## src/rtl/hazard_ctrl_if.sv

```systemverilog
// Bundle of pipeline register indices, hazard control bits and the stall/flush/forward
// controls exchanged between the datapath (master) and hazard_ctrl (slave).
interface hazard_ctrl_if #(
    parameter int REG_ADDR_WIDTH = 5
);
    logic [REG_ADDR_WIDTH-1:0] rs1_d_i;
    logic [REG_ADDR_WIDTH-1:0] rs2_d_i;
    logic [REG_ADDR_WIDTH-1:0] rs1_e_i;
    logic [REG_ADDR_WIDTH-1:0] rs2_e_i;
    logic [REG_ADDR_WIDTH-1:0] rd_e_i;
    logic                      load_e_i;
    logic                      pc_src_e_i;
    logic [REG_ADDR_WIDTH-1:0] rd_m_i;
    logic                      reg_write_m_i;
    logic [REG_ADDR_WIDTH-1:0] rd_w_i;
    logic                      reg_write_w_i;
    logic                      dmem_req_m_i;
    logic                      dmem_ready_m_i;
    logic                      stall_f_o;
    logic                      stall_d_o;
    logic                      stall_e_o;
    logic                      stall_m_o;
    logic                      flush_d_o;
    logic                      flush_e_o;
    logic [1:0]                fwd_a_e_o;
    logic [1:0]                fwd_b_e_o;

    modport master (
        output rs1_d_i, rs2_d_i, rs1_e_i, rs2_e_i, rd_e_i, load_e_i, pc_src_e_i,
               rd_m_i, reg_write_m_i, rd_w_i, reg_write_w_i, dmem_req_m_i, dmem_ready_m_i,
        input  stall_f_o, stall_d_o, stall_e_o, stall_m_o, flush_d_o, flush_e_o,
               fwd_a_e_o, fwd_b_e_o
    );

    modport slave (
        input  rs1_d_i, rs2_d_i, rs1_e_i, rs2_e_i, rd_e_i, load_e_i, pc_src_e_i,
               rd_m_i, reg_write_m_i, rd_w_i, reg_write_w_i, dmem_req_m_i, dmem_ready_m_i,
        output stall_f_o, stall_d_o, stall_e_o, stall_m_o, flush_d_o, flush_e_o,
               fwd_a_e_o, fwd_b_e_o
    );
endinterface

```

## src/rtl/hazard_ctrl.sv

```systemverilog
// hazard_ctrl: pipeline stall/flush/forwarding control with a RUN/REDIRECT/MEM_WAIT tracker.
// Define HAZARD_PERF_CNT_EN to add saturating stall/redirect/memory-wait counters.
module hazard_ctrl #(
    parameter int REG_ADDR_WIDTH        = 5,
    parameter int REDIRECT_FLUSH_CYCLES = 1,
    parameter int CNT_WIDTH             = 32
) (
    input  logic                 clk,
    input  logic                 rst_n,
    hazard_ctrl_if.slave         hz
`ifdef HAZARD_PERF_CNT_EN
    ,
    output logic [CNT_WIDTH-1:0] perf_stall_cnt_o,
    output logic [CNT_WIDTH-1:0] perf_flush_cnt_o,
    output logic [CNT_WIDTH-1:0] perf_memwait_cnt_o
`endif
);

    typedef enum logic [1:0] {
        ST_RUN      = 2'd0,
        ST_REDIRECT = 2'd1,
        ST_MEM_WAIT = 2'd2
    } state_t;

    localparam logic [REG_ADDR_WIDTH-1:0] ZERO_REG = '0;
    localparam logic [1:0]                RC_INIT  = 2'(REDIRECT_FLUSH_CYCLES - 1);

    if (REDIRECT_FLUSH_CYCLES < 1 || REDIRECT_FLUSH_CYCLES > 3 || CNT_WIDTH < 1) begin : g_param_check
        $error("hazard_ctrl: parameter out of range");
    end

    state_t     r_state;
    state_t     w_state_nxt;
    logic [1:0] r_cnt;
    logic [1:0] w_cnt_nxt;
    logic       w_mem_wait;
    logic       w_load_use;

    function automatic logic [1:0] fwd_sel(
        input logic [REG_ADDR_WIDTH-1:0] rs,
        input logic [REG_ADDR_WIDTH-1:0] rd_m,
        input logic                      we_m,
        input logic [REG_ADDR_WIDTH-1:0] rd_w,
        input logic                      we_w
    );
        logic [1:0] sel;
        if (rs == ZERO_REG) begin
            sel = 2'b00;
        end else if (we_m && (rd_m == rs)) begin
            sel = 2'b10;
        end else if (we_w && (rd_w == rs)) begin
            sel = 2'b01;
        end else begin
            sel = 2'b00;
        end
        return sel;
    endfunction

    assign w_mem_wait = hz.dmem_req_m_i && !hz.dmem_ready_m_i;
    assign w_load_use = hz.load_e_i && (hz.rd_e_i != ZERO_REG) &&
                        ((hz.rd_e_i == hz.rs1_d_i) || (hz.rd_e_i == hz.rs2_d_i));

    // State and redirect-count register.
    always_ff @(posedge clk or negedge rst_n) begin
        if (!rst_n) begin
            r_state <= ST_RUN;
            r_cnt   <= 2'd0;
        end else begin
            r_state <= w_state_nxt;
            r_cnt   <= w_cnt_nxt;
        end
    end

    // Next state; the redirect count is frozen across a memory wait so the flush resumes after it.
    always_comb begin
        w_state_nxt = r_state;
        w_cnt_nxt   = r_cnt;
        case (r_state)
            ST_RUN: begin
                if (w_mem_wait) begin
                    w_state_nxt = ST_MEM_WAIT;
                end else if (hz.pc_src_e_i && (REDIRECT_FLUSH_CYCLES > 1)) begin
                    w_state_nxt = ST_REDIRECT;
                    w_cnt_nxt   = RC_INIT;
                end else begin
                    w_state_nxt = ST_RUN;
                end
            end
            ST_REDIRECT: begin
                if (w_mem_wait) begin
                    w_state_nxt = ST_MEM_WAIT;
                end else begin
                    w_cnt_nxt   = r_cnt - 2'd1;
                    w_state_nxt = (r_cnt == 2'd1) ? ST_RUN : ST_REDIRECT;
                end
            end
            ST_MEM_WAIT: begin
                if (w_mem_wait) begin
                    w_state_nxt = ST_MEM_WAIT;
                end else begin
                    w_state_nxt = (r_cnt != 2'd0) ? ST_REDIRECT : ST_RUN;
                end
            end
            default: begin
                w_state_nxt = ST_RUN;
                w_cnt_nxt   = 2'd0;
            end
        endcase
    end

    // Outputs; priority is reset, then memory wait, then redirect, then load-use.
    always_comb begin
        hz.stall_f_o = 1'b0;
        hz.stall_d_o = 1'b0;
        hz.stall_e_o = 1'b0;
        hz.stall_m_o = 1'b0;
        hz.flush_d_o = 1'b0;
        hz.flush_e_o = 1'b0;
        hz.fwd_a_e_o = 2'b00;
        hz.fwd_b_e_o = 2'b00;
        if (!rst_n) begin
            hz.flush_d_o = 1'b1;
            hz.flush_e_o = 1'b1;
        end else begin
            hz.fwd_a_e_o = fwd_sel(hz.rs1_e_i, hz.rd_m_i, hz.reg_write_m_i, hz.rd_w_i, hz.reg_write_w_i);
            hz.fwd_b_e_o = fwd_sel(hz.rs2_e_i, hz.rd_m_i, hz.reg_write_m_i, hz.rd_w_i, hz.reg_write_w_i);
            if (w_mem_wait) begin
                hz.stall_f_o = 1'b1;
                hz.stall_d_o = 1'b1;
                hz.stall_e_o = 1'b1;
                hz.stall_m_o = 1'b1;
            end else begin
                case (r_state)
                    ST_RUN: begin
                        if (hz.pc_src_e_i) begin
                            hz.flush_d_o = 1'b1;
                            hz.flush_e_o = 1'b1;
                        end else if (w_load_use) begin
                            hz.stall_f_o = 1'b1;
                            hz.stall_d_o = 1'b1;
                            hz.flush_e_o = 1'b1;
                        end else begin
                            hz.flush_e_o = 1'b0;
                        end
                    end
                    ST_REDIRECT: begin
                        hz.flush_d_o = 1'b1;
                        hz.flush_e_o = 1'b1;
                    end
                    ST_MEM_WAIT: begin
                        hz.stall_f_o = 1'b0;
                    end
                    default: begin
                        hz.stall_f_o = 1'b0;
                    end
                endcase
            end
        end
    end

`ifdef HAZARD_PERF_CNT_EN
    localparam logic [CNT_WIDTH-1:0] CNT_MAX = '1;
    logic w_redirect_evt;

    assign w_redirect_evt = (r_state == ST_RUN) && hz.pc_src_e_i && !w_mem_wait;

    // Saturating performance counters.
    always_ff @(posedge clk or negedge rst_n) begin
        if (!rst_n) begin
            perf_stall_cnt_o   <= '0;
            perf_flush_cnt_o   <= '0;
            perf_memwait_cnt_o <= '0;
        end else begin
            if (hz.stall_d_o && (perf_stall_cnt_o != CNT_MAX)) begin
                perf_stall_cnt_o <= perf_stall_cnt_o + CNT_WIDTH'(1);
            end else begin
                perf_stall_cnt_o <= perf_stall_cnt_o;
            end
            if (w_redirect_evt && (perf_flush_cnt_o != CNT_MAX)) begin
                perf_flush_cnt_o <= perf_flush_cnt_o + CNT_WIDTH'(1);
            end else begin
                perf_flush_cnt_o <= perf_flush_cnt_o;
            end
            if ((r_state == ST_MEM_WAIT) && (perf_memwait_cnt_o != CNT_MAX)) begin
                perf_memwait_cnt_o <= perf_memwait_cnt_o + CNT_WIDTH'(1);
            end else begin
                perf_memwait_cnt_o <= perf_memwait_cnt_o;
            end
        end
    end
`endif

endmodule

```

## src/flat_wrapper.sv

```systemverilog
// flat-port wrapper written by rule: the top's interface ports become plain ports
module hazard_ctrl_flat 
#(
    parameter int REG_ADDR_WIDTH        = 5,
    parameter int REDIRECT_FLUSH_CYCLES = 1,
    parameter int CNT_WIDTH             = 32
)
  (clk, rst_n, hz_rs1_d_i, hz_rs2_d_i, hz_rs1_e_i, hz_rs2_e_i, hz_rd_e_i, hz_load_e_i, hz_pc_src_e_i, hz_rd_m_i, hz_reg_write_m_i, hz_rd_w_i, hz_reg_write_w_i, hz_dmem_req_m_i, hz_dmem_ready_m_i, hz_stall_f_o, hz_stall_d_o, hz_stall_e_o, hz_stall_m_o, hz_flush_d_o, hz_flush_e_o, hz_fwd_a_e_o, hz_fwd_b_e_o);
  hazard_ctrl_if #(.REG_ADDR_WIDTH(REG_ADDR_WIDTH)) hz_i ();
  input  logic clk;
  input  logic rst_n;
  input wire logic [$bits(hz_i.rs1_d_i)-1:0] hz_rs1_d_i;
  input wire logic [$bits(hz_i.rs2_d_i)-1:0] hz_rs2_d_i;
  input wire logic [$bits(hz_i.rs1_e_i)-1:0] hz_rs1_e_i;
  input wire logic [$bits(hz_i.rs2_e_i)-1:0] hz_rs2_e_i;
  input wire logic [$bits(hz_i.rd_e_i)-1:0] hz_rd_e_i;
  input wire logic [$bits(hz_i.load_e_i)-1:0] hz_load_e_i;
  input wire logic [$bits(hz_i.pc_src_e_i)-1:0] hz_pc_src_e_i;
  input wire logic [$bits(hz_i.rd_m_i)-1:0] hz_rd_m_i;
  input wire logic [$bits(hz_i.reg_write_m_i)-1:0] hz_reg_write_m_i;
  input wire logic [$bits(hz_i.rd_w_i)-1:0] hz_rd_w_i;
  input wire logic [$bits(hz_i.reg_write_w_i)-1:0] hz_reg_write_w_i;
  input wire logic [$bits(hz_i.dmem_req_m_i)-1:0] hz_dmem_req_m_i;
  input wire logic [$bits(hz_i.dmem_ready_m_i)-1:0] hz_dmem_ready_m_i;
  output wire logic [$bits(hz_i.stall_f_o)-1:0] hz_stall_f_o;
  output wire logic [$bits(hz_i.stall_d_o)-1:0] hz_stall_d_o;
  output wire logic [$bits(hz_i.stall_e_o)-1:0] hz_stall_e_o;
  output wire logic [$bits(hz_i.stall_m_o)-1:0] hz_stall_m_o;
  output wire logic [$bits(hz_i.flush_d_o)-1:0] hz_flush_d_o;
  output wire logic [$bits(hz_i.flush_e_o)-1:0] hz_flush_e_o;
  output wire logic [$bits(hz_i.fwd_a_e_o)-1:0] hz_fwd_a_e_o;
  output wire logic [$bits(hz_i.fwd_b_e_o)-1:0] hz_fwd_b_e_o;
  assign hz_i.rs1_d_i = hz_rs1_d_i;
  assign hz_i.rs2_d_i = hz_rs2_d_i;
  assign hz_i.rs1_e_i = hz_rs1_e_i;
  assign hz_i.rs2_e_i = hz_rs2_e_i;
  assign hz_i.rd_e_i = hz_rd_e_i;
  assign hz_i.load_e_i = hz_load_e_i;
  assign hz_i.pc_src_e_i = hz_pc_src_e_i;
  assign hz_i.rd_m_i = hz_rd_m_i;
  assign hz_i.reg_write_m_i = hz_reg_write_m_i;
  assign hz_i.rd_w_i = hz_rd_w_i;
  assign hz_i.reg_write_w_i = hz_reg_write_w_i;
  assign hz_i.dmem_req_m_i = hz_dmem_req_m_i;
  assign hz_i.dmem_ready_m_i = hz_dmem_ready_m_i;
  assign hz_stall_f_o = hz_i.stall_f_o;
  assign hz_stall_d_o = hz_i.stall_d_o;
  assign hz_stall_e_o = hz_i.stall_e_o;
  assign hz_stall_m_o = hz_i.stall_m_o;
  assign hz_flush_d_o = hz_i.flush_d_o;
  assign hz_flush_e_o = hz_i.flush_e_o;
  assign hz_fwd_a_e_o = hz_i.fwd_a_e_o;
  assign hz_fwd_b_e_o = hz_i.fwd_b_e_o;
  hazard_ctrl #(.REG_ADDR_WIDTH(REG_ADDR_WIDTH), .REDIRECT_FLUSH_CYCLES(REDIRECT_FLUSH_CYCLES), .CNT_WIDTH(CNT_WIDTH)) u_core (.clk(clk), .rst_n(rst_n), .hz(hz_i));
endmodule
```

## config.mk

```make
export PLATFORM = sky130hd
export DESIGN_NAME = hazard_ctrl_flat
export DESIGN_NICKNAME = d
export VERILOG_FILES = /design/src/rtl/hazard_ctrl_if.sv /design/src/rtl/hazard_ctrl.sv /design/src/flat_wrapper.sv
export SDC_FILE = /design/constraint.sdc
export NUM_CORES = 1
export LEC_CHECK = 0
export CAP_MARGIN = 20
export CORE_MARGIN = 3
export CORE_UTILIZATION = 35
export CTS_BUF_LIST = sky130_fd_sc_hd__clkbuf_16
export CTS_CLUSTER_DIAMETER = 50
export DETAILED_ROUTE_END_ITERATION = 10
export PLACE_DENSITY = 0.84
export SLEW_MARGIN = 10
export SYNTH_ARGS = -nofsm -noshare
export SYNTH_HDL_FRONTEND = slang
export SYNTH_SLANG_ARGS = --single-unit
```

## constraint.sdc

```tcl
create_clock -name clk -period 3.8 [get_ports clk]
set_clock_uncertainty 0.2 [all_clocks]
set_input_delay 1.14 -clock clk [delete_from_list [all_inputs] [get_ports clk]]
set_output_delay 1.14 -clock clk [all_outputs]
set_load 0.005 [all_outputs]
```

==> metrics, run 1 <==
status finished, final reports clean; R2R depth 5; number of distinct library cells after synthesis 28; DRC violation count after routing 0; first-pass GRT wire length 4.02 mm; post-layout utilization of the core 0.825; PwrDens 280 nW/um^2; die height 50.0 um; CP required 2.46 ns; count of state elements after synthesis 4; Tmin final 3.76 ns; Max Cap Viol 0; clock-pin slew on the worst setup and hold paths 0.03 ns; die area 2500 sq um; Port Buffers 52; ys flop type dfrtp_1; synth top area cells xor2_1, xnor2_1, dfrtp_1, nor2_1, ha_1; pre-CTS setup slack -0.562 ns; DR vias/cell 4.97; Hold Vio Cnt, Final 0; CTS buffer count 3; Net Sw Frac 0.307; Die Span X 50.0 um; clock sinks 4; worst r2r src u_core.r_cnt[0]$_DFFE_PN0P_; reg2reg setup slack 2.29 ns; most frequent cell after synthesis xor2_1; Overall Power 412 uW; asr flop ratio synth 1.00; Vias 904; largest net degree at the start of global routing 9; io pins 53; global route overflow 0; fin nets 204; row count 15; hold-fix buffers at CTS 0; Post-Layout Inst Area 1470 sq um; CTS HTree Levels 1; Initial DRT Pass Iterations 4; Post-synth top cells xor2_1, xnor2_1, nor2_1; CTS tree built; Synth Instances 85; Slew @ Worst Pin 0.260 ns; CTS Buffer Depth 2; Yosys top cell by area xor2_1; HP Class reg -> reg; warnings from Yosys 0; Clk pwr share 0.394; Non-Filler Instances 182; Setup CP Type in -> out; tightest hold margin 0.407 ns; All-Layer GR Usage 0.209; GPL Wtd Cong 0.805; Initial Utilization 0.380; Seq/Total Area, Yosys 0.148; area of placed instances 1320 sq um; Static Leak 0.741 nW; hold path depth 1; Detail Route Antenna Nets 0; Setup Viol. Count Final 0; P_int 285 uW; max-slew violation count 0; worst reg2reg endpoint u_core.r_cnt[1]$_DFFE_PN0P_; Critical Path Source Type input port; Hold EP u_core.r_state[1]$_DFF_PN0_; average size of a mapped cell 7.98 sq um; dpl cells 174; Worst setup EP type primary output; number of flops mapped to enable cells by yosys 0; vias in the first global route 949; Final WS setup 0.0398 ns; Fillers 102; initial DRC count 7; min-delay src u_core.r_state[0]$_DFF_PN0_; relative slew slack 0.825; setup_tns 0 ns; crit path DAT 2.42 ns; core footprint 1780 sq um; Critical Path Fanout Max 2; Peak VDD IR 0.172 mV; root buffer cell clkbuf_16; syn_nets 130; DP Wirelength 2.05 mm; Post-Route WL 2.69 mm; share of power burned in registers 0.184; WL/cell 14.8 um; P_sw 127 uW; Logic pwr share 0.422; Synth top area share 0.232; Tcrit/Tclk final 0.990; antenna cells 0; cell area after synthesis 678 sq um; initial antenna violation count 0; layout overhead on the synthesized area 117%; Max Clk Rate 266 MHz; layout cells sized above 1 0.338; Clock Latency Late Sink 0.22 ns
-- how the worst max path moves through the flow --
stage / slack [ns] / end / cells after the start / from
floorplan: 0.39 / hz_stall_f_o / 5 / hz_rd_e_i[3]
global placement: -0.48 / hz_stall_f_o / 6 / hz_rd_e_i[3]
detailed placement: -0.56 / hz_stall_d_o / 6 / hz_rd_e_i[3]
CTS: 0.001 / hz_fwd_a_e_o[0] / 7 / hz_rs1_e_i[0]
global route: -0.03 / hz_fwd_a_e_o[0] / 6 / hz_rd_w_i[0]
finish: 0.04 / hz_fwd_a_e_o[0] / 6 / hz_rd_w_i[0]
-- per-layer routing --
metal | wire length [um] | share of wire | global-route usage | vias up
li1 | - | - | - | 443
met1 | 978 | 0.36 | 0.209 | 402
met2 | 1450 | 0.54 | 0.413 | 47
met3 | 194 | 0.072 | 0.0393 | 12
met4 | 68 | 0.025 | 0.0783 | 0
met5 | 0 | 0 | 0 | -
-- layout by cell type, fill, tap and decap left out, drive strengths merged, types with 2 or more instances in the layout --
| master | n |
|---|---|
| nand4 | 2 |
| dlymetal6s2s | 9 |
| nor2 | 7 |
| nor4 | 4 |
| o22ai | 2 |
| clkbuf | 8 |
| nand3 | 2 |
| ha | 2 |
| dlygate4sd2 | 13 |
| a21oi | 3 |
| and3b | 2 |
| inv | 4 |
| or4 | 3 |
| o31ai | 2 |
| clkdlybuf4s15 | 3 |
| xor2 | 18 |
| nor3 | 4 |
| buf | 27 |
| and3 | 2 |
| dfrtp | 4 |
| clkdlybuf4s50 | 15 |
| xnor2 | 12 |
-- critical path, cell delays in order --
cell and delay, ns:
clkdlybuf4s50_1 0.48, buf_4 0.17, xnor2_1 0.20, nand4_1 0.14
nor4_2 0.14, buf_2 0.15
-- cell families (layout without fill, tap and decap cells) --
| logic type | Yosys count | after routing | share of synthesized area |
|---|---|---|---|
| xor gates and xnor gates | 30 | 30 | 0.387 |
| DFF | 4 | 4 | 0.148 |
| AOI/OAI and AO/OA | 11 | 11 | 0.109 |
| buffers and inverters | 7 | 79 | 0.0516 |
| adders and majority gates | 2 | 2 | 0.0369 |
| and+or+nand+nor | 31 | 31 | 0.268 |
-- power by group through the flow --
stage	sequential, mW	combinational [mW]	clock, mW
2_1_floorplan	0.0702	0.0774	0
3_3_place_gp	0.0725	0.161	0
3_5_place_dp	0.0738	0.169	0
4_1_cts	0.0728	0.160	0.167
5_1_grt	0.0780	0.191	0.168
6_report	0.0758	0.174	0.162
-- sequential cells by signal, indices dropped and copies added (netlist names) --
register / count
u_core.r_state: 2
u_core.r_cnt: 2
-- layout make-up --
cell class                      count  area [sq um]  area share
Clock buffer                        3          75.1      0.0511
Inverter                            4          15.0      0.0102
Multi-Input combinational cell     74           629       0.428
Sequential cell                     4           100      0.0681
Tap cell                           25          31.3      0.0213
Timing Repair Buffer               72           619       0.421
-- timing repair --
action	CTS	global route
gates resized for setup	55	35
buffers inserted	5	0
setup endpoints to repair	10	9
pin swaps	13	19
(Power assumes the default switching activity.)
==> run 2: changes to the inputs <==
--- a/config.mk
+++ b/config.mk
@@ -5,7 +5,6 @@
 export SDC_FILE = /design/constraint.sdc
 export NUM_CORES = 1
 export LEC_CHECK = 0
-export CAP_MARGIN = 20
 export CORE_MARGIN = 3
 export CORE_UTILIZATION = 35
 export CTS_BUF_LIST = sky130_fd_sc_hd__clkbuf_16
@@ -16,3 +15,4 @@
 export SYNTH_ARGS = -nofsm -noshare
 export SYNTH_HDL_FRONTEND = slang
 export SYNTH_SLANG_ARGS = --single-unit
+export TNS_END_PERCENT = 5
==> run 2 against run 1 <==
Against the previous run:
- die area unchanged
- largest power group unchanged
- largest cell class is now non-clock buffers
- global-route usage unchanged
- via count down 0.66%
==> metrics, run 2 (synthesis results as in run 1) <==
status finished, final reports clean; Initial Utilization 0.380; HP Class reg -> reg; CTS tree built; clock-pin slew on the worst setup and hold paths 0.03 ns; core footprint 1780 sq um; hold-fix buffers at CTS 0; clock sinks 4; CTS HTree Levels 1; Worst path most repeated cell buf_4; area of placed instances 1320 sq um; WL/cell 13.7 um; Max Cap Viol 0; DR vias/cell 4.93; Detail Route Antenna Nets 0; root buffer cell clkbuf_16; max-slew violation count 0; initial antenna violation count 0; row count 15; die height 50.0 um; Static Leak 0.738 nW; Hold Vio Cnt, Final 0; Critical Path Max Stage Delay 0.53 ns; worst path cell trace clkdlybuf4s15_2, or4_4, nor2_2, buf_4, buf_4, buf_4, nor4_1, buf_2; global route overflow 0; initial DRC count 7; die area 2500 sq um; Setup Viol. Count Final 0; Overall Power 406 uW; antenna cells 0; RSZ-0062 raised after global routing yes; CTS buffer count 3; crit path DAT 2.44 ns; GPL Wtd Cong 0.805; vias in the first global route 949; top flop regs u_core.r_cnt (2), u_core.r_state (2); Setup CP Type in -> out; relative slew slack 0.830; PwrDens 279 nW/um^2; crit-path leading delay family simple AND/OR/NAND/NOR gates; CP required 2.46 ns; DP Wirelength 2.05 mm; Vias 898; fin nets 204; CTS Buffer Depth 2; Initial DRT Pass Iterations 3; Tmin final 3.78 ns; Post-Route WL 2.50 mm; largest net degree at the start of global routing 9; Clock Latency Late Sink 0.22 ns; first-pass GRT wire length 4.02 mm; All-Layer GR Usage 0.209; Slew @ Worst Pin 0.253 ns; Fillers 112; Die Span X 50.0 um; Peak VDD IR 0.173 mV; layout cells sized above 1 0.274; io pins 53; Post-Layout Inst Area 1450 sq um; Worst path slowest cell or4_4; Critical Path Fanout Max 3; Tcrit/Tclk final 0.994; Critical Path Source Type input port; Port Buffers 52; layout overhead on the synthesized area 114%; highest-count cells in the layout ignoring fill and taps buf_4, xor2_1, dlygate4sd2_1; DRC violation count after routing 0; Worst setup EP type primary output; Max Clk Rate 265 MHz; most common cell after layout, fill and taps aside buf_4; worst path buffer plus inverter count 5
-- run 2: cell types whose count changed in the layout (fill, tap and decap cells not counted), sizes merged --
| cell | previous run | this run |
|---|---|---|
| clkbuf | 8 | 4 |
| buf | 27 | 26 |
| clkdlybuf4s50 | 15 | 16 |
| dlygate4sd2 | 13 | 17 |
-- run 2: routing by layer --
layer | routed length, um | global-route usage
met1 | 890 | 0.209
met2 | 1400 | 0.413
met3 | 163 | 0.0393
met4 | 42 | 0.0783
met5 | 0 | 0
-- run 2: path summary, 6_finish.rpt --
| kind | start | to | slack, ns | cells past startpoint |
|---|---|---|---|---|
| worst max-delay path | hz_rs1_e_i[4] | hz_fwd_a_e_o[0] | 0.02 | 8 |
| max in group asynchronous | rst_n | u_core.r_cnt[1]$_DFFE_PN0P_ | 2.40 | 2 |
| worst max register to register | u_core.r_cnt[0]$_DFFE_PN0P_ | u_core.r_cnt[1]$_DFFE_PN0P_ | 2.41 | 5 |
| min in group asynchronous | rst_n | u_core.r_cnt[0]$_DFFE_PN0P_ | 0.89 | 2 |
| worst min register to register | u_core.r_cnt[1]$_DFFE_PN0P_ | u_core.r_cnt[1]$_DFFE_PN0P_ | 0.37 | 2 |
| worst min-delay path | u_core.r_cnt[1]$_DFFE_PN0P_ | u_core.r_cnt[1]$_DFFE_PN0P_ | 0.37 | 2 |
-- run 2: timing repair --
action	CTS	global route
pin swaps	11	10
gates resized for setup	46	26
endpoints found under the setup margin	10	9
buffers inserted	5	0
-- run 2: metrics by stage --
step                      instances  setup TNS (ns)   util  setup WS [ns]  hold slack, ns
after floorplan                  85               0      -          0.392           0.317
after global placement          174           -3.42  0.742         -0.476           0.358
after detailed placement        174           -3.75  0.742         -0.562           0.368
after CTS                       182          -0.226  0.783         -0.115           0.374
after global routing            182          -0.151  0.815        -0.0525           0.406
final                           182               0  0.815         0.0234           0.369
-- run 2: area by class of cell --
class / count / area [sq um] / share of cell area
clock buffers: 3 / 75.1 / 0.0516
inverters: 4 / 15.0 / 0.0103
multi-input cells: 74 / 593 / 0.408
flip-flops and latches: 4 / 100 / 0.0688
well taps: 25 / 31.3 / 0.0215
repair buffers: 72 / 639 / 0.440
-- run 2: power by group --
group,internal [mW],leakage [nW],total (mW),switching [mW]
clock,0.135,0.0370,0.166,0.0311
combinational,0.0926,0.651,0.167,0.0740
sequential,0.0581,0.0498,0.0738,0.0157
total,0.285,0.738,0.406,0.121
-- run 2: worst register-to-register path: cells and delay by family, from the launching register on --
family	cells	cell delay (ns)
adders and majority gates	1	0.29
and+or+nand+nor	1	0.17
buffers and inverters	1	0.08
AOI/OAI and AO/OA	2	0.18
DFF	1	0.39
==> run 3: changes to the inputs <==
--- a/config.mk
+++ b/config.mk
@@ -7,7 +7,6 @@
 export LEC_CHECK = 0
 export CORE_MARGIN = 3
 export CORE_UTILIZATION = 35
-export CTS_BUF_LIST = sky130_fd_sc_hd__clkbuf_16
 export CTS_CLUSTER_DIAMETER = 50
 export DETAILED_ROUTE_END_ITERATION = 10
 export PLACE_DENSITY = 0.84
==> run 3 against run 2 <==
Against the previous run:
- global-route usage down 0.61 points
- register-to-register slack hardly changed
- sequential power barely moved
- worst setup slack better by 0.0032 ns
- first-iteration DRC count rose by 43%
- utilization fell by 2.7 points
- critical path depth decreased by 2
- sequential cell count unchanged
- count of clock-buffer cells in the layout is the same
- routed wire length up 1.7%
- sequential share of layout area grew 0.23 points
- design area fell by 3.3%
- critical endpoint is now hz_flush_e_o
- largest cell class unchanged
- largest power group unchanged
==> metrics, run 3 (synthesis results as in run 1) <==
Die Span X 50.0 um; reg2reg setup slack 2.40 ns; crit-path leading delay family simple AND/OR/NAND/NOR gates; status finished, final reports clean; Post-Route WL 2.54 mm; Port Buffers 52; max-slew violation count 0; CTS Buffer Depth 2; clock-pin slew on the worst setup and hold paths 0.04 ns; RSZ-0062 raised after global routing yes; worst path buffer plus inverter count 2; Static Leak 0.728 nW; CP required 2.46 ns; Non-Filler Instances 182; first-pass GRT wire length 3.91 mm; Initial DRT Pass Iterations 4; most common cell after layout, fill and taps aside buf_4; clock sinks 4; GPL Wtd Cong 0.805; P_sw 107 uW; fin nets 204; Worst path slowest cell or4_4; Clk pwr share 0.177; row count 15; Critical Path Max Stage Delay 0.55 ns; layout overhead on the synthesized area 107%; crit path DAT 2.43 ns; Net Sw Frac 0.365; relative slew slack 0.832; worst path cell trace dlygate4sd2_1, or4_4, o21ai_2, or3_1, o21bai_1, buf_2; Hold Vio Cnt, Final 0; setup_tns 0 ns; layout cells sized above 1 0.287; core footprint 1780 sq um; die height 50.0 um; highest-count cells in the layout ignoring fill and taps buf_4, xor2_1, dlygate4sd2_1; Tmin final 3.77 ns; initial antenna violation count 0; Logic pwr share 0.571; largest net degree at the start of global routing 9; Tcrit/Tclk final 0.993; PwrDens 208 nW/um^2; DR vias/cell 4.89; DP Wirelength 2.05 mm; Setup Viol. Count Final 0; Max Cap Viol 0; Initial Utilization 0.380; Peak VDD IR 0.150 mV; Critical Path Fanout Max 3; vias in the first global route 952; share of power burned in registers 0.253; DRC violation count after routing 0; Clock Latency Late Sink 0.23 ns; top flop regs u_core.r_cnt (2), u_core.r_state (2); Detail Route Antenna Nets 0; Slew @ Worst Pin 0.249 ns; CTS buffer count 3; dpl cells 174; Critical Path Source Type input port; hold-fix buffers at CTS 0; CTS tree built; die area 2500 sq um; WL/cell 14.0 um; io pins 53; Max Clk Rate 265 MHz; CTS HTree Levels 1; Vias 890; Worst setup EP type primary output; HP Class reg -> reg; global route overflow 0; initial DRC count 10; Overall Power 293 uW; All-Layer GR Usage 0.203; Setup CP Type in -> out; root buffer cell clkbuf_4; antenna cells 0; P_int 186 uW
-- run 3: per-layer routing --
layer,vias up,wire length [um],track usage
li1,442,-,-
met1,407,840,0.200
met2,37,1530,0.409
met3,4,148,0.0211
met4,0,25,0.0922
met5,-,0,0
-- run 3: through the flow --
step           hold WS [ns]   util  worst slack, ns  instance area (sq um)
5_1_grt               0.408  0.789          -0.0525                   1410
2_1_floorplan         0.317      -            0.392                    678
3_5_place_dp          0.368  0.742           -0.562                   1320
6_report              0.381  0.789           0.0266                   1410
3_3_place_gp          0.358  0.742           -0.476                   1320
4_1_cts               0.375  0.754           -0.115                   1340
-- run 3: cell type report --
class,count,area (sq um)
clock buffers,3,22.5
fillers,127,377
inverters,4,15.0
multi-input cells,74,596
flip-flops and latches,4,100
well taps,25,31.3
repair buffers,72,642
-- run 3: worst reg2reg max path: cells and delay by family, from the launching register on --
family	cells	cell delay [ns]
compound gates	2	0.19
flops	1	0.39
fa+ha+maj	1	0.29
simple gates	1	0.17
buf+inv	1	0.08
-- run 3: repair_timing --
item	4_1_cts	5_1_grt
cloned	0	0
gates resized for setup	46	28
pin swaps	11	10
setup buffers	5	0
endpoints found under the setup margin	10	9
-- run 3: power groups by stage --
| stage | logic (mW) | clock network [mW] | registers, mW |
|---|---|---|---|
| final | 0.167 | 0.0517 | 0.0740 |
| after global routing | 0.185 | 0.0596 | 0.0770 |
| after CTS | 0.162 | 0.0530 | 0.0732 |
| after detailed placement | 0.169 | 0 | 0.0738 |
| after global placement | 0.161 | 0 | 0.0725 |
| after floorplan | 0.0774 | 0 | 0.0702 |
-- run 3: worst paths after layout --
kind / depth (start not counted) / to / startpoint
min: 2 / u_core.r_cnt[1]$_DFFE_PN0P_ / u_core.r_cnt[1]$_DFFE_PN0P_
min reg2reg: 2 / u_core.r_cnt[1]$_DFFE_PN0P_ / u_core.r_cnt[1]$_DFFE_PN0P_
max reg2reg: 5 / u_core.r_cnt[1]$_DFFE_PN0P_ / u_core.r_cnt[0]$_DFFE_PN0P_
max: 6 / hz_flush_e_o / hz_rd_e_i[1]
min in group asynchronous: 2 / u_core.r_state[1]$_DFF_PN0_ / rst_n
max in group asynchronous: 2 / u_core.r_cnt[1]$_DFFE_PN0P_ / rst_n
==> RTL edit 1: new RTL, settings of run 1 <==
The localparam `ZERO_REG` goes from '0 to 1.
--- a/src/rtl/hazard_ctrl.sv
+++ b/src/rtl/hazard_ctrl.sv
@@ -22,7 +22,7 @@
         ST_MEM_WAIT = 2'd2
     } state_t;
 
-    localparam logic [REG_ADDR_WIDTH-1:0] ZERO_REG = '0;
+    localparam logic [REG_ADDR_WIDTH-1:0] ZERO_REG = 1;
     localparam logic [1:0]                RC_INIT  = 2'(REDIRECT_FLUSH_CYCLES - 1);
 
     if (REDIRECT_FLUSH_CYCLES < 1 || REDIRECT_FLUSH_CYCLES > 3 || CNT_WIDTH < 1) begin : g_param_check
Function: changed (a bounded check fails within 4 cycles, from zero or initial values and one cycle with rst_n low).
==> RTL edit 1 against run 1 <==
  * The run now ends with negative setup slack left
  * Final cell count fell by 1.1%
  * Sequential cell count stayed put
  * Cell area down 1.4%
  * Wire length is 11% higher
  * Global-route usage increased by 3.1 points
  * Area after synthesis decreased by 0.37%
  * Setup slack worse by 140 ps
  * Clock power increased by 2%
  * Total power decreased by 1.1%
  * Critical endpoint is now hz_fwd_b_e_o[0]
  * Largest cell class unchanged
  * Largest power group unchanged
==> RTL edit 1: results (changes against run 1) <==
[outcome]
outcome = complete, but fails checks
violations = negative setup slack

[yosys]
synthArstFlopShare_pct = 100  ; unchanged
synth_ff_type = dfrtp_1
yosysSeqAreaShare_pct = 14.8  ; +0.055 points
syn_inst = 87  ; +2.4%
netlist_top_cells_area = xor2_1 23%, xnor2_1 16%, dfrtp_1 15%
synth_adder_area_share_pct = 3.70  ; +0.014 points
synth_cell_types = 26  ; -7.1%
synth_compound_area_share_pct = 10.4  ; -0.52 points
synthTopCellsByCount = 18 x xor2_1, 12 x xnor2_1, 6 x nor2_1
synth_nets = 132  ; +1.5%
synth_mux_area_share_pct = 0  ; unchanged
yosys_warnings = 0  ; unchanged
synth_xor_area_share_pct = 38.9  ; +0.14 points

[routing]
wl_per_cell_um = 16.6  ; +12%
vias = 899  ; -0.55%
drt_iter0_markers = 26  ; +19

[grt]
grt_pass1_vias = 934  ; -1.6%
use_met3_pct = 3.32  ; -0.60 points
grt_max_degree = 10  ; +1
use_met2_pct = 42.1  ; +0.77 points
use_met1_pct = 29.6  ; +8.7 points
antenna_found_initial = 0  ; unchanged
grtUsageTotal_pct = 24.1  ; +3.1 points
grt_pass1_wl_um = 4490  ; +12%

[timing]
layout_setup_ws_ps = -103  ; -143 ps
setup_viol = 3  ; +3
relSlewSlack_pct = 74.9  ; -7.6 points
final.setup.tns_ps = -130  ; -130 ps

[clocking]
cts_root_buf = clkbuf_16
cts_buffer_depth = 2  ; unchanged
cts.clk_slew.worst_paths_ps = 30  ; about the same
clk_latency_ps = 230
htreeDepth = 1  ; unchanged

[worst_setup_path]
worst_ep_arrival_time_ps = 2560  ; +140 ps
crit_end = hz_fwd_b_e_o[0]
crit_path_max_fanout = 2  ; unchanged
cp_slowest_stage_delay_ps = 390  ; -90 ps
timing.rr.end = u_core.r_cnt[1]
cp_top_family = simple AND/OR/NAND/NOR gates
r2r_setup_slack_ps = 2410  ; +120 ps
crit_start = hz_rd_m_i[0]
cpMaxStageDelayCell = nor4_1

[placement]
gp_congestion = 0.819  ; +1.8%
hpwl_um = 2290  ; +12%

[finish]
nets = 202  ; -0.98%
fill_cells = 106  ; +3.9%
instances_no_fill = 180  ; -1.1%
drive_gt1_share_pct = 27.1  ; -6.7 points
num_antenna_cells = 0  ; unchanged
reg.largest.list = u_core.r_cnt (2), u_core.r_state (2)

[pwr]
switching_power_mw = 0.124  ; -2.0%
cellLeakagePower_nw = 0.716  ; -3.3%
ir_drop_uv = 388  ; +130%

[hold_path]
hold_class = reg2reg

==> RTL edit 1: cell count changes in the layout (fill, tap and decap cells not counted), sizes merged, moves of 3 or more <==
cell	run 1	this run
clkdlybuf4s50	15	12
or4	3	0
buf	27	19
clkdlybuf4s15	3	10
nand2	1	5
==> RTL edit 1: power groups by stage <==
stage	sequential (mW)	combinational, mW	clock (mW)
after floorplan	0.0683	0.0765	0
after global placement	0.0720	0.158	0
after detailed placement	0.0743	0.166	0
after CTS	0.0738	0.161	0.168
after global routing	0.0764	0.184	0.171
final	0.0740	0.167	0.166
==> RTL edit 1: worst register-to-register path: stages (launching register included) <==
cell and delay (ps):
dfrtp_1 380, inv_1 60, ha_1 280, nor3b_1 200
a21oi_1 60, o22ai_1 130
==> RTL edit 1: logic make-up (layout without fill, tap and decap cells) <==
group,count (synthesis),in the layout
AND/OR/NAND/NOR,34,34
XOR/XNOR,30,30
flip-flops,4,4
buffers and inverters,6,74
adder cells (fa/ha/maj),2,2
AO/OA/AOI/OAI,11,11
==> RTL edit 1: per-stage QoR <==
stage	utilization [%]	hold WS, ps	total power [mW]	setup slack (ps)	instance area, µm²
2_1_floorplan	-	285	0.145	392	676
3_3_place_gp	73.7	311	0.230	-473	1310
3_5_place_dp	73.7	333	0.240	-587	1310
4_1_cts	79.8	332	0.403	-111	1420
5_1_grt	81.3	366	0.432	-138	1450
6_report	81.3	340	0.407	-103	1450
==> RTL edit 1: final cells by class <==
cell class / count / area (µm²) / share of cell area, %
multi-input combinational: 77 / 616 / 42.5
timing repair buffer: 68 / 616 / 42.5
sequential: 4 / 100 / 6.91
clock buffer: 3 / 75.1 / 5.18
tap: 25 / 31.3 / 2.16
inverter: 3 / 11.3 / 0.777
==> RTL edit 1: worst min path at each step <==
stage / depth (start not counted) / slack, ps / startpoint / to
6_report: 1 / 340 / u_core.r_cnt[0] / u_core.r_cnt[0]
5_1_grt: 1 / 370 / u_core.r_cnt[0] / u_core.r_cnt[0]
4_1_cts: 1 / 330 / u_core.r_cnt[0] / u_core.r_cnt[0]
3_5_place_dp: 1 / 330 / u_core.r_cnt[0] / u_core.r_cnt[0]
3_3_place_gp: 1 / 310 / u_core.r_cnt[0] / u_core.r_cnt[0]
2_1_floorplan: 1 / 280 / u_core.r_cnt[0] / u_core.r_cnt[0]
==> RTL edit 1: routing by layer <==
layer,vias up,share of wire [%]
li1,440,-
met1,431,41
met2,24,54
met3,4,3.4
met4,0,1.1
met5,-,0
==> RTL edit 1: timing repair <==
item	CTS	global route
setup endpoints to repair	10	8
setup buffers	3	0
gates resized for setup	64	21
pin swaps	11	16
==> RTL edit 2: new RTL, flow settings as in run 1 <==
Made on the original files. Re-encode `state_t` (3 states) as one-hot, 3 bits wide.
--- a/src/rtl/hazard_ctrl.sv
+++ b/src/rtl/hazard_ctrl.sv
@@ -16,10 +16,10 @@
 `endif
 );
 
-    typedef enum logic [1:0] {
-        ST_RUN      = 2'd0,
-        ST_REDIRECT = 2'd1,
-        ST_MEM_WAIT = 2'd2
+    typedef enum logic [2:0] {
+        ST_RUN      = 3'b001,
+        ST_REDIRECT = 3'b010,
+        ST_MEM_WAIT = 3'b100
     } state_t;
 
     localparam logic [REG_ADDR_WIDTH-1:0] ZERO_REG = '0;
Formal check against the unedited RTL: same outputs for any inputs over 10 cycles, from zero or initial values and one cycle with rst_n low; not proved beyond that.
==> RTL edit 2 against run 1 <==
  * Sequential cell count is 1 higher
  * Wire length is 14% higher
  * Die area is 17% higher
  * Highest routed layer unchanged
  * Sequential share of layout area is 1.2 points higher
  * Sequential power is 22% lower
  * Area after synthesis is 19% higher
  * Setup slack worse by 29 ps
  * Cell area is 7.0% higher
  * Total power is 13% lower
  * Hold slack worse by 52 ps
  * Final cell count is 8.2% higher
  * Combinational power is 24% lower
  * Critical path type unchanged
==> RTL edit 2: results (changes against run 1) <==
[clocking]
cts_buffer_depth = 2  ; unchanged
cts_root_buf = clkbuf_16
cts.clk_slew.worst_paths_ps = 30  ; about the same

[yosys]
yosysSeqAreaShare_pct = 15.6  ; +0.85 points
netlist_top_cells_area = xnor2_1 21%, xor2_1 14%, dfrtp_1 12%
synthTopCellsByCount = 19 x xnor2_1, 13 x xor2_1
syn_area_per_cell_um2 = 7.94  ; -0.52%
synth_cell_types = 29  ; +3.6%
synth_nets = 147  ; +13%

[placement]
hpwl_um = 2420  ; +18%
gp_congestion = 0.882  ; +9.6%
pre_cts_slack_ps = -667  ; -105 ps
placed_cells = 192  ; +10%
post_dp_cell_area_mm2 = 0.00145  ; +9.6%

[hold_path]
hp-start = u_core.r_cnt[1]
hold_class = reg2reg

[pwr]
ir_drop_uv = 344  ; +100%
cellLeakagePower_nw = 0.671  ; -9.4%

[worst_setup_path]
cp_top_family = simple AND/OR/NAND/NOR gates
worst_ep_arrival_time_ps = 2450  ; +30 ps
r2r_start = u_core.r_state[0]
cp_slowest_stage_delay_ps = 520  ; +40 ps
cpMaxStageDelayCell = or4_4
crit_start = hz_rs2_e_i[4]

[timing]
tightest_slew_ps = 281  ; +20.9 ps

[grt]
use_met1_pct = 23.6  ; +2.7 points
use_met3_pct = 4.16  ; +0.23 points
use_met2_pct = 41.5  ; +0.23 points
grt_pass1_wl_um = 4600  ; +14%
grt_pass1_vias = 1030  ; +8.5%
grtUsageTotal_pct = 22.5  ; +1.6 points

[outcome]
outcome = complete, no violations

[finish]
drive_gt1_share_pct = 34.7  ; +0.95 points
instances_no_fill = 197  ; +8.2%
reg.largest.list = u_core.r_state (3), u_core.r_cnt (2)
nets = 216  ; +5.9%

[routing]
met3WireLength_um = 244  ; +26%
wl_per_cell_um = 15.5  ; +5.0%
vias_per_cell = 5.11  ; +2.8%
wl_met1_um = 1150  ; +18%
wl_met2_um = 1540  ; +6.0%
drt_iter0_markers = 13  ; +6

## RTL edit 2: cell type report
class                      instances  area (µm²)
clock buffer                       3        75.1
clock inverter                     1        3.75
fill                             147         509
inverter                           5        18.8
multi-input combinational         89         777
sequential                         5         126
tap                               27        33.8
timing repair buffer              67         538
## RTL edit 2: worst paths after layout
path,depth (start not counted),slack (ps),to
worst min-delay path,2,360,u_core.r_cnt[1]
worst max-delay path,7,10,hz_fwd_b_e_o[1]
min in group asynchronous,2,880,u_core.r_cnt[1]
worst max register to register,4,2320,u_core.r_cnt[1]
max in group asynchronous,2,2320,u_core.r_state[0]
worst min register to register,2,360,u_core.r_cnt[1]
## RTL edit 2: kinds of logic after synthesis
logic type | count (synthesis) | synth area share [%]
AOI/OAI and AO/OA | 19 | 14.7
and+or+nand+nor | 36 | 27.2
xor gates and xnor gates | 32 | 34.6
adders and majority gates | 2 | 3.09
DFF | 5 | 15.6
buffers and inverters | 8 | 4.79
## RTL edit 2: worst reg2reg max path: cells and delay by family, from the launching register on
family	cells	cell delay [ps]
and+or+nand+nor	3	540
AOI/OAI and AO/OA	1	80
DFF	1	590
## RTL edit 2: where the power goes
part	leakage, nW	total, mW	switching, mW	internal [mW]
Sequential	0.0657	0.0591	0.00313	0.0559
Clock	0.0423	0.168	0.0319	0.136
Combinational	0.563	0.132	0.0599	0.0725
Total	0.671	0.359	0.0950	0.264
## RTL edit 2: timing repair
| action | in CTS | in global routing |
|---|---|---|
| buffers inserted | 1 | 0 |
| gates cloned | 0 | 0 |
| pin swaps | 22 | 17 |
| endpoints found under the setup margin | 10 | 8 |
| gates resized for setup | 65 | 37 |
